### src/rtl/mem_access_stage.sv
// MEM stage of the RV32IM pipeline: request/ready data port, byte/half/word
// alignment, load extension, store lane generation, timeout fault and MEM/WB register.
module mem_access_stage #(
  parameter int TIMEOUT_CYCLES = 16,
  parameter int CNT_W          = 5
) (
  input  logic        CLK,
  input  logic        RESET,
  input  logic        WRITE_ENABLE,
  input  logic        MEM_ACCESS,
  input  logic        MEM_WRITE,
  input  logic        MEM_READ,
  input  logic [31:0] ALU_OUTPUT,
  input  logic [4:0]  WRITE_ADDRESS,
  input  logic [2:0]  FUNCT3,
  input  logic [31:0] DATA2,
  output logic [31:0] MEM_ADDR,
  output logic [31:0] MEM_WDATA,
  output logic [3:0]  MEM_BYTE_EN,
  output logic        MEM_REQ,
  output logic        MEM_WE,
  input  logic        MEM_READY,
  input  logic [31:0] MEM_RDATA,
  output logic        STALL,
  output logic        WB_WRITE_ENABLE_OUT,
  output logic [4:0]  WB_WRITE_ADDRESS_OUT,
  output logic [31:0] WB_DATA_OUT,
  output logic        FAULT_OUT
);

  typedef enum logic [1:0] {
    ST_IDLE = 2'd0,
    ST_BUSY = 2'd1,
    ST_DONE = 2'd2
  } state_t;

  localparam logic [CNT_W-1:0] CNT_LAST = CNT_W'(TIMEOUT_CYCLES - 1);

  state_t           state_r, state_nxt_s;
  logic [CNT_W-1:0] cnt_r;
  logic [1:0]       lane_r;
  logic [2:0]       funct3_r;
  logic [31:0]      rdata_r;
  logic             timeout_r;
  logic             mem_req_r, mem_we_r;
  logic [31:0]      mem_addr_r, mem_wdata_r;
  logic [3:0]       mem_byte_en_r;
  logic             wb_we_r, wb_fault_r;
  logic [4:0]       wb_rd_r;
  logic [31:0]      wb_data_r;

  logic             access_s, legal_f3_s, misaligned_s, go_s, bad_s, stall_s;
  logic             wb_we_nxt_s, wb_fault_nxt_s;
  logic [4:0]       wb_rd_nxt_s;
  logic [31:0]      wb_data_nxt_s;

  function automatic logic [31:0] load_extract(input logic [31:0] word,
                                               input logic [1:0]  lane,
                                               input logic [2:0]  f3);
    logic [7:0]  b;
    logic [15:0] h;
    logic [31:0] res;
    case (lane)
      2'd0:    b = word[7:0];
      2'd1:    b = word[15:8];
      2'd2:    b = word[23:16];
      default: b = word[31:24];
    endcase
    h = lane[1] ? word[31:16] : word[15:0];
    case (f3)
      3'b000:  res = {{24{b[7]}}, b};
      3'b001:  res = {{16{h[15]}}, h};
      3'b100:  res = {24'd0, b};
      3'b101:  res = {16'd0, h};
      default: res = word;
    endcase
    return res;
  endfunction

  function automatic logic [3:0] lane_enables(input logic [1:0] lane, input logic [2:0] f3);
    logic [3:0] be;
    case (f3[1:0])
      2'b00:   be = 4'b0001 << lane;
      2'b01:   be = lane[1] ? 4'b1100 : 4'b0011;
      default: be = 4'b1111;
    endcase
    return be;
  endfunction

  function automatic logic [31:0] store_lanes(input logic [31:0] d, input logic [2:0] f3);
    logic [31:0] w;
    case (f3[1:0])
      2'b00:   w = {4{d[7:0]}};
      2'b01:   w = {2{d[15:0]}};
      default: w = d;
    endcase
    return w;
  endfunction

  // Decode the EX/MEM access: legality, alignment and whether to issue.
  always_comb begin
    access_s = MEM_ACCESS & (MEM_READ | MEM_WRITE);
    if (MEM_WRITE) begin
      legal_f3_s = (FUNCT3 == 3'b000) | (FUNCT3 == 3'b001) | (FUNCT3 == 3'b010);
    end else begin
      legal_f3_s = (FUNCT3 == 3'b000) | (FUNCT3 == 3'b001) | (FUNCT3 == 3'b010) |
                   (FUNCT3 == 3'b100) | (FUNCT3 == 3'b101);
    end
    misaligned_s = ((FUNCT3[1:0] == 2'b01) & ALU_OUTPUT[0]) |
                   ((FUNCT3[1:0] == 2'b10) & (ALU_OUTPUT[1:0] != 2'b00));
    go_s  = access_s & legal_f3_s & ~misaligned_s;
    bad_s = access_s & ~go_s;
  end

  // Next state, stall and the value the MEM/WB register loads on this edge.
  always_comb begin
    state_nxt_s    = state_r;
    stall_s        = 1'b0;
    wb_we_nxt_s    = 1'b0;
    wb_rd_nxt_s    = 5'd0;
    wb_data_nxt_s  = 32'd0;
    wb_fault_nxt_s = 1'b0;
    case (state_r)
      ST_IDLE: begin
        if (!access_s) begin
          wb_we_nxt_s   = WRITE_ENABLE;
          wb_rd_nxt_s   = WRITE_ADDRESS;
          wb_data_nxt_s = ALU_OUTPUT;
        end else if (bad_s) begin
          wb_fault_nxt_s = 1'b1;
        end else begin
          stall_s     = 1'b1;
          state_nxt_s = ST_BUSY;
        end
      end
      ST_BUSY: begin
        stall_s = 1'b1;
        if (MEM_READY || (cnt_r == CNT_LAST)) begin
          state_nxt_s = ST_DONE;
        end else begin
          state_nxt_s = ST_BUSY;
        end
      end
      ST_DONE: begin
        // Upstream is still holding the instruction, so rd/WE come from the inputs.
        state_nxt_s = ST_IDLE;
        if (timeout_r) begin
          wb_fault_nxt_s = 1'b1;
        end else if (mem_we_r) begin
          wb_we_nxt_s = 1'b0;
        end else begin
          wb_we_nxt_s   = WRITE_ENABLE;
          wb_rd_nxt_s   = WRITE_ADDRESS;
          wb_data_nxt_s = rdata_r;
        end
      end
      default: state_nxt_s = ST_IDLE;
    endcase
  end

  // State register.
  always_ff @(posedge CLK) begin
    if (RESET) state_r <= ST_IDLE;
    else       state_r <= state_nxt_s;
  end

  // Request registers, timeout counter and captured load data.
  always_ff @(posedge CLK) begin
    if (RESET) begin
      mem_req_r     <= 1'b0;
      mem_we_r      <= 1'b0;
      mem_addr_r    <= 32'd0;
      mem_wdata_r   <= 32'd0;
      mem_byte_en_r <= 4'd0;
      cnt_r         <= '0;
      lane_r        <= 2'd0;
      funct3_r      <= 3'd0;
      rdata_r       <= 32'd0;
      timeout_r     <= 1'b0;
    end else begin
      case (state_r)
        ST_IDLE: begin
          if (go_s) begin
            mem_req_r     <= 1'b1;
            mem_we_r      <= MEM_WRITE;
            mem_addr_r    <= {ALU_OUTPUT[31:2], 2'b00};
            mem_wdata_r   <= MEM_WRITE ? store_lanes(DATA2, FUNCT3) : 32'd0;
            mem_byte_en_r <= lane_enables(ALU_OUTPUT[1:0], FUNCT3);
            cnt_r         <= '0;
            lane_r        <= ALU_OUTPUT[1:0];
            funct3_r      <= FUNCT3;
            timeout_r     <= 1'b0;
          end
        end
        ST_BUSY: begin
          if (MEM_READY) begin
            rdata_r   <= load_extract(MEM_RDATA, lane_r, funct3_r);
            mem_req_r <= 1'b0;
          end else if (cnt_r == CNT_LAST) begin
            mem_req_r <= 1'b0;
            timeout_r <= 1'b1;
          end else begin
            cnt_r <= cnt_r + CNT_W'(1);
          end
        end
        default: ;
      endcase
    end
  end

  // MEM/WB pipeline register.
  always_ff @(posedge CLK) begin
    if (RESET) begin
      wb_we_r    <= 1'b0;
      wb_rd_r    <= 5'd0;
      wb_data_r  <= 32'd0;
      wb_fault_r <= 1'b0;
    end else begin
      wb_we_r    <= wb_we_nxt_s;
      wb_rd_r    <= wb_rd_nxt_s;
      wb_data_r  <= wb_data_nxt_s;
      wb_fault_r <= wb_fault_nxt_s;
    end
  end

  assign MEM_ADDR             = mem_addr_r;
  assign MEM_WDATA            = mem_wdata_r;
  assign MEM_BYTE_EN          = mem_byte_en_r;
  assign MEM_REQ              = mem_req_r;
  assign MEM_WE               = mem_we_r;
  assign STALL                = stall_s;
  assign WB_WRITE_ENABLE_OUT  = wb_we_r;
  assign WB_WRITE_ADDRESS_OUT = wb_rd_r;
  assign WB_DATA_OUT          = wb_data_r;
  assign FAULT_OUT            = wb_fault_r;

endmodule

### config.mk
export PLATFORM = sky130hd
export DESIGN_NAME = mem_access_stage
export DESIGN_NICKNAME = d
export VERILOG_FILES = /design/src/rtl/mem_access_stage.sv
export SDC_FILE = /design/constraint.sdc
export NUM_CORES = 1
export LEC_CHECK = 0
export CELL_PAD_IN_SITES_DETAIL_PLACEMENT = 1
export CELL_PAD_IN_SITES_GLOBAL_PLACEMENT = 1
export CORE_ASPECT_RATIO = 0.7
export CORE_MARGIN = 3
export CORE_UTILIZATION = 35
export DETAILED_ROUTE_END_ITERATION = 10
export GPL_ROUTABILITY_DRIVEN = 0
export PLACE_DENSITY = 0.88
export SLEW_MARGIN = 5
export SYNTH_ARGS = -nofsm -noshare
export SYNTH_HDL_FRONTEND = slang
export SYNTH_SLANG_ARGS = --single-unit
### constraint.sdc
create_clock -name CLK -period 4.35 [get_ports CLK]
set_clock_uncertainty 0.1 [all_clocks]
set_input_delay 0.6525 -clock CLK [delete_from_list [all_inputs] [get_ports CLK]]
set_output_delay 0.6525 -clock CLK [all_outputs]
set_load 0.02 [all_outputs]
# --- Word-level counts from Yosys, hierarchy flattened ---
# Index checks and enable logic that the tools add are counted.
totals:
  reg_bits: 152
  in_bits: 111
  output_inout_bits: 110
  elab_cells: 109
op_classes:
  add_sub_neg: 1
  n_eq_ne: 21
  shift: 1
  muxes: 43
  bitwise_logic: 14
  n_reduce_logical: 14
ops:
  columns: ["cell", "n"]
  rows:
  - ["$mux W32", 4]
  - ["$pmux W32 S2", 2]
  - ["$pmux W32 S4", 1]
  - ["$mux W5", 6]
  - ["$pmux W8 S3", 1]
  - ["$pmux W5 S2", 2]
  - ["$mux W16", 1]
  - ["$mux W1", 15]
  - ["$eq A3 B3 Y1 const B", 4]
  - ["$ne A2 B2 Y1 const B", 6]
  - ["$pmux W1 S2", 5]
  - ["$pmux W4 S2", 1]
  - ["$reduce_and A4 Y1", 2]
  - ["$and A1 B1 Y1", 6]
  - ["$eq A2 B1 Y1 const B", 3]
  - ["$eq A2 B2 Y1 const B", 3]
  - ["$eq A3 B1 Y1 const B", 2]
  - ["$logic_not A2 Y1", 3]
  - ["$logic_not A3 Y1", 2]
  - ["$mux W2", 3]
  - ["$or A1 B1 Y1", 6]
  - ["$reduce_and A2 Y1", 3]
  - ["$add A5 B1 Y5 const B", 1]
  - ["$eq A5 B4 Y1 const B", 1]
  - ["other kinds (9)", 11]

# --- Longest topological paths before layout ---
# Gate-level depths: netlist of run 1.
logic_depth:
  word_depth: 13
  mapped_depth: 7
  depth_no_buf: 7

# --- Worst setup path before layout of run 1 ---
# OpenSTA, ideal clock, no wires.
synth_timing:
  kind: "input-to-output"
  startpoint: "input FUNCT3[0]"
  endpoint: "output STALL"
  arrival_time_ps: 1753
  required_ps: 3597
  setup_slack_ps: 1844
  path_stages: 4
  path_buffers: 1
  path_cell_list: "buf_6 -> nor4_4 -> o21ai_0 -> a21oi_1"
synth_between:
  elab_chain_len: 13
synth_rtl:
  columns: ["element", "line_no", "rtl"]
  rows:
  - ["start: declaration", "15", "input logic [2:0] FUNCT3,"]
  - ["$eq A3 B1 Y1 or $logic_not A3 Y1 (tied branches)", "104, 106", null]
  - ["$or A1 B1 Y1 (2 in a row)", "104, 106", null]
  - ["$or A1 B1 Y1", "106", "legal_f3_s = (FUNCT3 == 3'b000) | (FUNCT3 == 3'b001) | (FUNCT3 == 3'b010) |"]
  - ["$or A1 B1 Y1", "107", "(FUNCT3 == 3'b100) | (FUNCT3 == 3'b101);"]
  - ["$mux W1", "103", "if (MEM_WRITE) begin"]
  - ["$and A1 B1 Y1", "111", "go_s = access_s & legal_f3_s & ~misaligned_s;"]
  - ["$and A1 B1 Y1 (*)", "111", null]
  - ["$not A1 Y1 (*)", "112", "bad_s = access_s & ~go_s;"]
  - ["$and A1 B1 Y1 (*)", "112", null]
  - ["$mux W1 (*)", "129", "end else if (bad_s) begin"]
  - ["$mux W1 (*)", "125", "if (!access_s) begin"]
  - ["$pmux W1 S2 (*)", "123", "case (state_r)"]
  - ["end: declaration", "24", "output logic STALL,"]
# Every way passes the cells marked *; elsewhere a longest branch is shown, timed or not.

# --- Worst setup path after layout of run 1 ---
layout_timing:
  startpoint: "input ALU_OUTPUT[0]"
  endpoint: "output STALL"
layout_between:
  elab_chain_len: 10
layout_rtl:
  columns: ["element", "line_no", "rtl"]
  rows:
  - ["start: declaration", "13", "input logic [31:0] ALU_OUTPUT,"]
  - ["$reduce_bool A2 Y1", "110", "((FUNCT3[1:0] == 2'b10) & (ALU_OUTPUT[1:0] != 2'b00));"]
  - ["$and A1 B1 Y1", "110", null]
  - ["$or A1 B1 Y1 (*)", "109", "misaligned_s = ((FUNCT3[1:0] == 2'b01) & ALU_OUTPUT[0]) |"]
  - ["$not A1 Y1 (*)", "111", null]
  - ["$and A1 B1 Y1 (*)", "111", null]
  - ["$not A1 Y1 (*)", "112", null]
  - ["$and A1 B1 Y1 (*)", "112", null]
  - ["$mux W1 (*)", "129", null]
  - ["$mux W1 (*)", "125", null]
  - ["$pmux W1 S2 (*)", "123", null]
# Marks and branches as above.

==> results of run 1 <==
## metal layers
metal / routed length [µm] / part of all wire / vias to the layer above / global-route usage
met4: 367 / 0.016 / 2 / 0.07438
met5: 9 / 0.00039 / - / 0
met2: 10410 / 0.45 / 215 / 0.3634
met1: 10160 / 0.44 / 2853 / 0.3043
li1: - / - / 2801 / -
met3: 1997 / 0.087 / 35 / 0.07945
## stage by stage
step	std cells	hold WS, ns
after floorplan	684	0.3483
after global placement	1089	0.3417
after detailed placement	1089	0.3468
after CTS	1121	0.3584
after global routing	1122	0.3762
final	1122	0.3597
## how the worst max path moves through the flow
stage	from	slack [ns]	to	cells past startpoint
5_1_grt	ALU_OUTPUT[0]	0.72	STALL	5
4_1_cts	ALU_OUTPUT[0]	0.81	STALL	5
3_5_place_dp	ALU_OUTPUT[0]	0.80	STALL	5
6_report	ALU_OUTPUT[0]	0.81	STALL	5
2_1_floorplan	FUNCT3[0]	1.84	STALL	4
3_3_place_gp	ALU_OUTPUT[0]	0.86	STALL	5
## worst max-delay path, cell delays in order
cell	delay, ns
clkdlybuf4s50_1	0.60
nor4_4	0.52
o21ai_0	0.16
a21oi_1	0.20
clkdlybuf4s50_1	0.65
## state kept, by name, indices dropped and copies added (netlist names), 2 cells and up
name and flops:
MEM_WDATA 32, WB_DATA_OUT 32, rdata_r 32, MEM_ADDR 30
WB_WRITE_ADDRESS_OUT 5, cnt_r 5, MEM_BYTE_EN 4, funct3_r 3
lane_r 2, state_r 2
## logic make-up after synthesis
kind of cell	count (synthesis)	share of synthesized area
compound gates	192	0.2153
fa+ha+maj	2	0.004032
buf+inv	62	0.04597
flops	152	0.4903
mux	43	0.07319
other cells	1	0.0006043
simple gates	231	0.1706
## power breakdown
| group | internal, mW | switching (mW) | total, mW |
|---|---|---|---|
| clock | 1.00 | 0.619 | 1.62 |
| sequential | 1.45 | 0.0330 | 1.48 |
| combinational | 0.239 | 0.266 | 0.505 |
| total | 2.69 | 0.918 | 3.61 |
## cell type report
type / count / area share
flip-flops and latches: 152 / 0.3320
multi-input cells: 470 / 0.3162
repair buffers: 229 / 0.2468
clock buffers: 20 / 0.04983
well taps: 231 / 0.03154
clock inverters: 12 / 0.02048
inverters: 7 / 0.002867
diodes: 1 / 0.0002730
## synthesized netlist by cell type, drive strengths merged (4+ instances only)
| library cell | count |
|---|---|
| dfxtp | 152 |
| nand2 | 103 |
| nor2 | 70 |
| a21oi | 50 |
| clkbuf | 39 |
| a211oi | 33 |
| mux2i | 33 |
| a22oi | 32 |
| o21ai | 27 |
| a22o | 16 |
| buf | 16 |
| o2bb2ai | 16 |
| and2 | 13 |
| nand3b | 11 |
| mux2 | 9 |
| or2 | 8 |
| inv | 7 |
| nor3 | 6 |
| nand2b | 4 |
| nor4 | 4 |
==> impl_metrics.ini, run 1 <==
[floorplanning]
core_um2 = 17270
start_util = 0.3594
fp.dieW_um = 165.2
dieHeight_um = 117.4
die-area_um2 = 19390
fp-row-count = 40
io_pins = 221

[clock_tree]
cts_hold_buffers = 0
cts_max_level = 4
clk_pin_slew_ns = 0.06
post_cts_buffers = 0
root_buffer = clkbuf_16
cts_buffers = 17
cts_tree = done
cts_buffer_depth = 2
ctsResizeCount = 0
cts_sinks = 152
clock_latency_ns = 0.42

[global_routing]
grt_pass1_wl_um = 35290
first_global_vias = 6305
grt_max_degree = 86
grt_overflow = 0
antenna_found_initial = 2
track_usage = 0.2337

[cells_and_area]
multi_input_area_um2 = 2898
layout_commonest_cell = clkdlybuf4s50_1
drive_gt1_frac = 0.08090
area.sequential_um2 = 3043
syn_to_final_growth_pct = 47.68
layout_common_cells = clkdlybuf4s50_1 (217), dfxtp_1 (152), nand2_1 (103), nor2_1 (69), a21oi_1 (50)
utilization = 0.5308
fill_cells = 1903
final_nets = 990
fin_area_um2 = 9165

[power_and_ir_drop]
p_per_area_nw_per_um2 = 393.6
p_leak_nw = 3.307
ir_worst_vdd_v = 0.0001839
power_mw = 3.607

[routing]
wl_um = 22940
wire_per_inst_um = 20.45
avgViaCountPerCell = 5.264
final_antenna_net_count = 0
vias = 5906
drtIter0Drc = 453
drtPass1Iterations = 7
drc_errors = 0

[worst_hold_path]
min_path_type = flop to flop
min_from = MEM_ADDR[22]
worstHoldEndpoint = MEM_ADDR[22]
hold_path_depth = 2

[synth]
ys_ff_latch = 152
synth.area.top_cells = dfxtp_1 (49%), nand2_1 (6.2%), mux2i_1 (5.3%)
synth_area_leader_cell = dfxtp_1
synth_top_area_share = 0.4903
synth_flop_cell = dfxtp_1
async_reset_ff_frac = 0
ys_types = 49
synth_edf_count = 0
synth_area_um2 = 6206
syn_area_per_cell_um2 = 9.086
synthCells = 683
ys_seq_area_frac = 0.4903
ys_warn_count = 0

[critical_path]
cp.arrival_ns = 2.79
worst-path-max-fanout = 7
r2r-start = lane_r[1]
cp-start-kind = primary input
critPathKind = primary input to primary output
end_kind = primary output
required_ns = 3.60
rr_endpoint = rdata_r[20]
ff2ff_setup_slack_ns = 1.70
r2r_cells = 4

[timing]
setup_tns_ns = 0
slew_headroom = 0.3402
finalMaxSlewViolations = 0
hold_viol = 0
fmax_mhz = 282.6
fin_crit_ns = 3.538
rsz0062_at_grt = false
setup_ws_ns = 0.8115
tightest_slew_ns = 0.9896
setup_viol = 0
finalCritPeriodShare = 0.8134

[run]
drv_cap = 0

[place]
port-buffer-count = 218
place_area_um2 = 8518
dp_hpwl_um = 16020
pre_cts_ws_ns = 0.7951

[status]
status = complete, no violations
No activity file was read; power rests on OpenSTA's default activity.
==> inputs of run 2 (changes only) <==
--- a/config.mk
+++ b/config.mk
@@ -9,10 +9,10 @@
 export CELL_PAD_IN_SITES_GLOBAL_PLACEMENT = 1
 export CORE_ASPECT_RATIO = 0.7
 export CORE_MARGIN = 3
-export CORE_UTILIZATION = 35
+export CORE_UTILIZATION = 33
 export DETAILED_ROUTE_END_ITERATION = 10
 export GPL_ROUTABILITY_DRIVEN = 0
-export PLACE_DENSITY = 0.88
+export PLACE_DENSITY = 0.84
 export SLEW_MARGIN = 5
 export SYNTH_ARGS = -nofsm -noshare
 export SYNTH_HDL_FRONTEND = slang
==> constraint.sdc (replaced) <==
create_clock -name CLK -period 3.37 [get_ports CLK]
set_clock_uncertainty 0.1 [all_clocks]
set_input_delay 0.5055 -clock CLK [delete_from_list [all_inputs] [get_ports CLK]]
set_output_delay 0.5055 -clock CLK [all_outputs]
set_load 0.02 [all_outputs]
==> run 2 against run 1 <==
Wire length shrank 0.99%. Via count is 0.44% higher. Hold slack got worse by 0.0028 ns. Largest power group is now sequential cells. Utilization shrank 2.7 points. Sequential power grew 29%. Power increased by 23%. Critical endpoint unchanged. Largest cell class unchanged. Non-clock buffer count is 10 higher. Combinational power up 29%. Final cell count grew 1.3%. Setup slack got worse by 0.54 ns. Count of clock-buffer cells in the layout decreased by 2.
==> impl_metrics.ini, run 2 (same netlist as run 1, synthesis figures left out) <==
[status]
status = complete, no violations

[routing]
vias = 5932
drc_errors = 0
wl_um = 22720
drtPass1Iterations = 5
drtIter0Drc = 378
avgViaCountPerCell = 5.217
final_antenna_net_count = 0
wire_per_inst_um = 19.98

[critical_path]
rr_endpoint = rdata_r[19]
cpMostUsedCell = clkdlybuf4s50_1
critPathBufInv = 2
cp.arrival_ns = 2.49
r2r_cells = 5
end_kind = primary output
crit_family = buffers and inverters
crit_path_cell_trace = clkdlybuf4s50_1, o21a_1, o21ai_0, a21oi_1, clkdlybuf4s50_1
worst-path-max-fanout = 6
critPathKind = primary input to primary output
cp-start-kind = primary input
cp_num_cells = 5
required_ns = 2.76
r2r-start = lane_r[1]
cp_slowest_stage_delay_ns = 0.66
ff2ff_setup_slack_ns = 1.07
worstSetupStartpoint = MEM_WRITE
endpoint = STALL
slowest_stage = clkdlybuf4s50_1

[clock_tree]
cts_sinks = 152
cts_tree = done
cts_buffers = 17
clk_pin_slew_ns = 0.06
cts_hold_buffers = 0
cts_max_level = 4
ctsResizeCount = 0
post_cts_buffers = 0
root_buffer = clkbuf_16
clock_latency_ns = 0.42
cts_buffer_depth = 2

[floorplanning]
core_um2 = 18210
fp-row-count = 41
start_util = 0.3408
io_pins = 221
fp.dieW_um = 169.9
die-area_um2 = 20510
dieHeight_um = 120.7

[cells_and_area]
layout_commonest_cell = clkdlybuf4s50_1
drive_gt1_frac = 0.09222
layout_common_cells = clkdlybuf4s50_1 (217), dfxtp_1 (152), nand2_1 (103), nor2_1 (69), a21oi_1 (50)
area.sequential_um2 = 3043
syn_to_final_growth_pct = 47.88
fill_cells = 2060
utilization = 0.5040
stdcell_count = 1137
multi_input_area_um2 = 2898
final_nets = 1000

[timing]
hold_viol = 0
setup_ws_ns = 0.2725
fin_crit_ns = 3.098
fmax_mhz = 322.8
tightest_slew_ns = 0.7526
finalCritPeriodShare = 0.9192
setup_tns_ns = 0
finalMaxSlewViolations = 0
setup_viol = 0
rsz0062_at_grt = false
slew_headroom = 0.4975

[power_and_ir_drop]
p_comb_frac = 0.146
power_mw = 4.454
p_leak_nw = 3.324
clockPowerShare = 0.425
p_per_area_nw_per_um2 = 485.3
ir_worst_vdd_v = 0.0003405
p_sw_frac = 0.2732
p_sw_mw = 1.217
intPower_mw = 3.237
p_seq_frac = 0.429

[global_routing]
antenna_found_initial = 4
grt_overflow = 0
grt_max_degree = 44
track_usage = 0.2182
first_global_vias = 6069
grt_pass1_wl_um = 34800

[worst_hold_path]
min_path_type = flop to flop
min_from = MEM_ADDR[4]

[run]
drv_cap = 0

[place]
dp.cells = 1104
port-buffer-count = 218
dp_hpwl_um = 16250
pre_cts_ws_ns = 0.2691
run 2: changes by cell type in the layout (fill, tap and decap cells not counted), sizes merged:
cell,previous run,this run
buf,12,22
bufinv,4,1
clkbuf,20,18
clkinv,2,5
clkinvlp,1,2
inv,12,13
run 2: power by group through the flow:
stage	registers [mW]	logic, mW	clock network [mW]
floorplan	2.00	0.244	0
global placement	1.95	0.634	0
detailed placement	1.95	0.648	0
CTS	1.91	0.655	1.93
global route	1.92	0.698	2.01
finish	1.91	0.651	1.89
run 2: layer usage:
| layer | vias to the layer above | GRT usage | wire (µm) | part of all wire |
|---|---|---|---|---|
| met5 | - | 0 | 48 | 0.0021 |
| li1 | 2822 | - | - | - |
| met1 | 2907 | 0.2852 | 10500 | 0.46 |
| met3 | 23 | 0.07124 | 1746 | 0.077 |
| met4 | 8 | 0.06434 | 254 | 0.011 |
| met2 | 172 | 0.3453 | 10170 | 0.45 |
run 2: layout make-up:
| class | instances | share of cell area |
|---|---|---|
| clock inverters | 14 | 0.01513 |
| repair buffers | 239 | 0.2544 |
| multi-input cells | 470 | 0.3157 |
| inverters | 7 | 0.002863 |
| diodes | 1 | 0.0002727 |
| flip-flops and latches | 152 | 0.3316 |
| well taps | 236 | 0.03217 |
| clock buffers | 18 | 0.04785 |
run 2: how the worst min path moves through the flow:
stage	end	cells after the start
finish	MEM_ADDR[4]	2
global placement	MEM_ADDR[26]	2
global route	MEM_ADDR[4]	2
detailed placement	MEM_WDATA[16]	1
CTS	MEM_ADDR[4]	2
floorplan	cnt_r[4]	2
run 2: tightest hold or removal path, cell delays in order, from the launching register on:
cell and delay (ns):
dfxtp_1 0.31, nand2_1 0.05, a21oi_1 0.05
run 2: metrics by stage:
step | hold slack, ns | instance area, µm²
floorplan | 0.3483 | 6210
global placement | 0.3420 | 8597
detailed placement | 0.3457 | 8597
CTS | 0.3580 | 9175
global route | 0.3759 | 9175
finish | 0.3569 | 9178
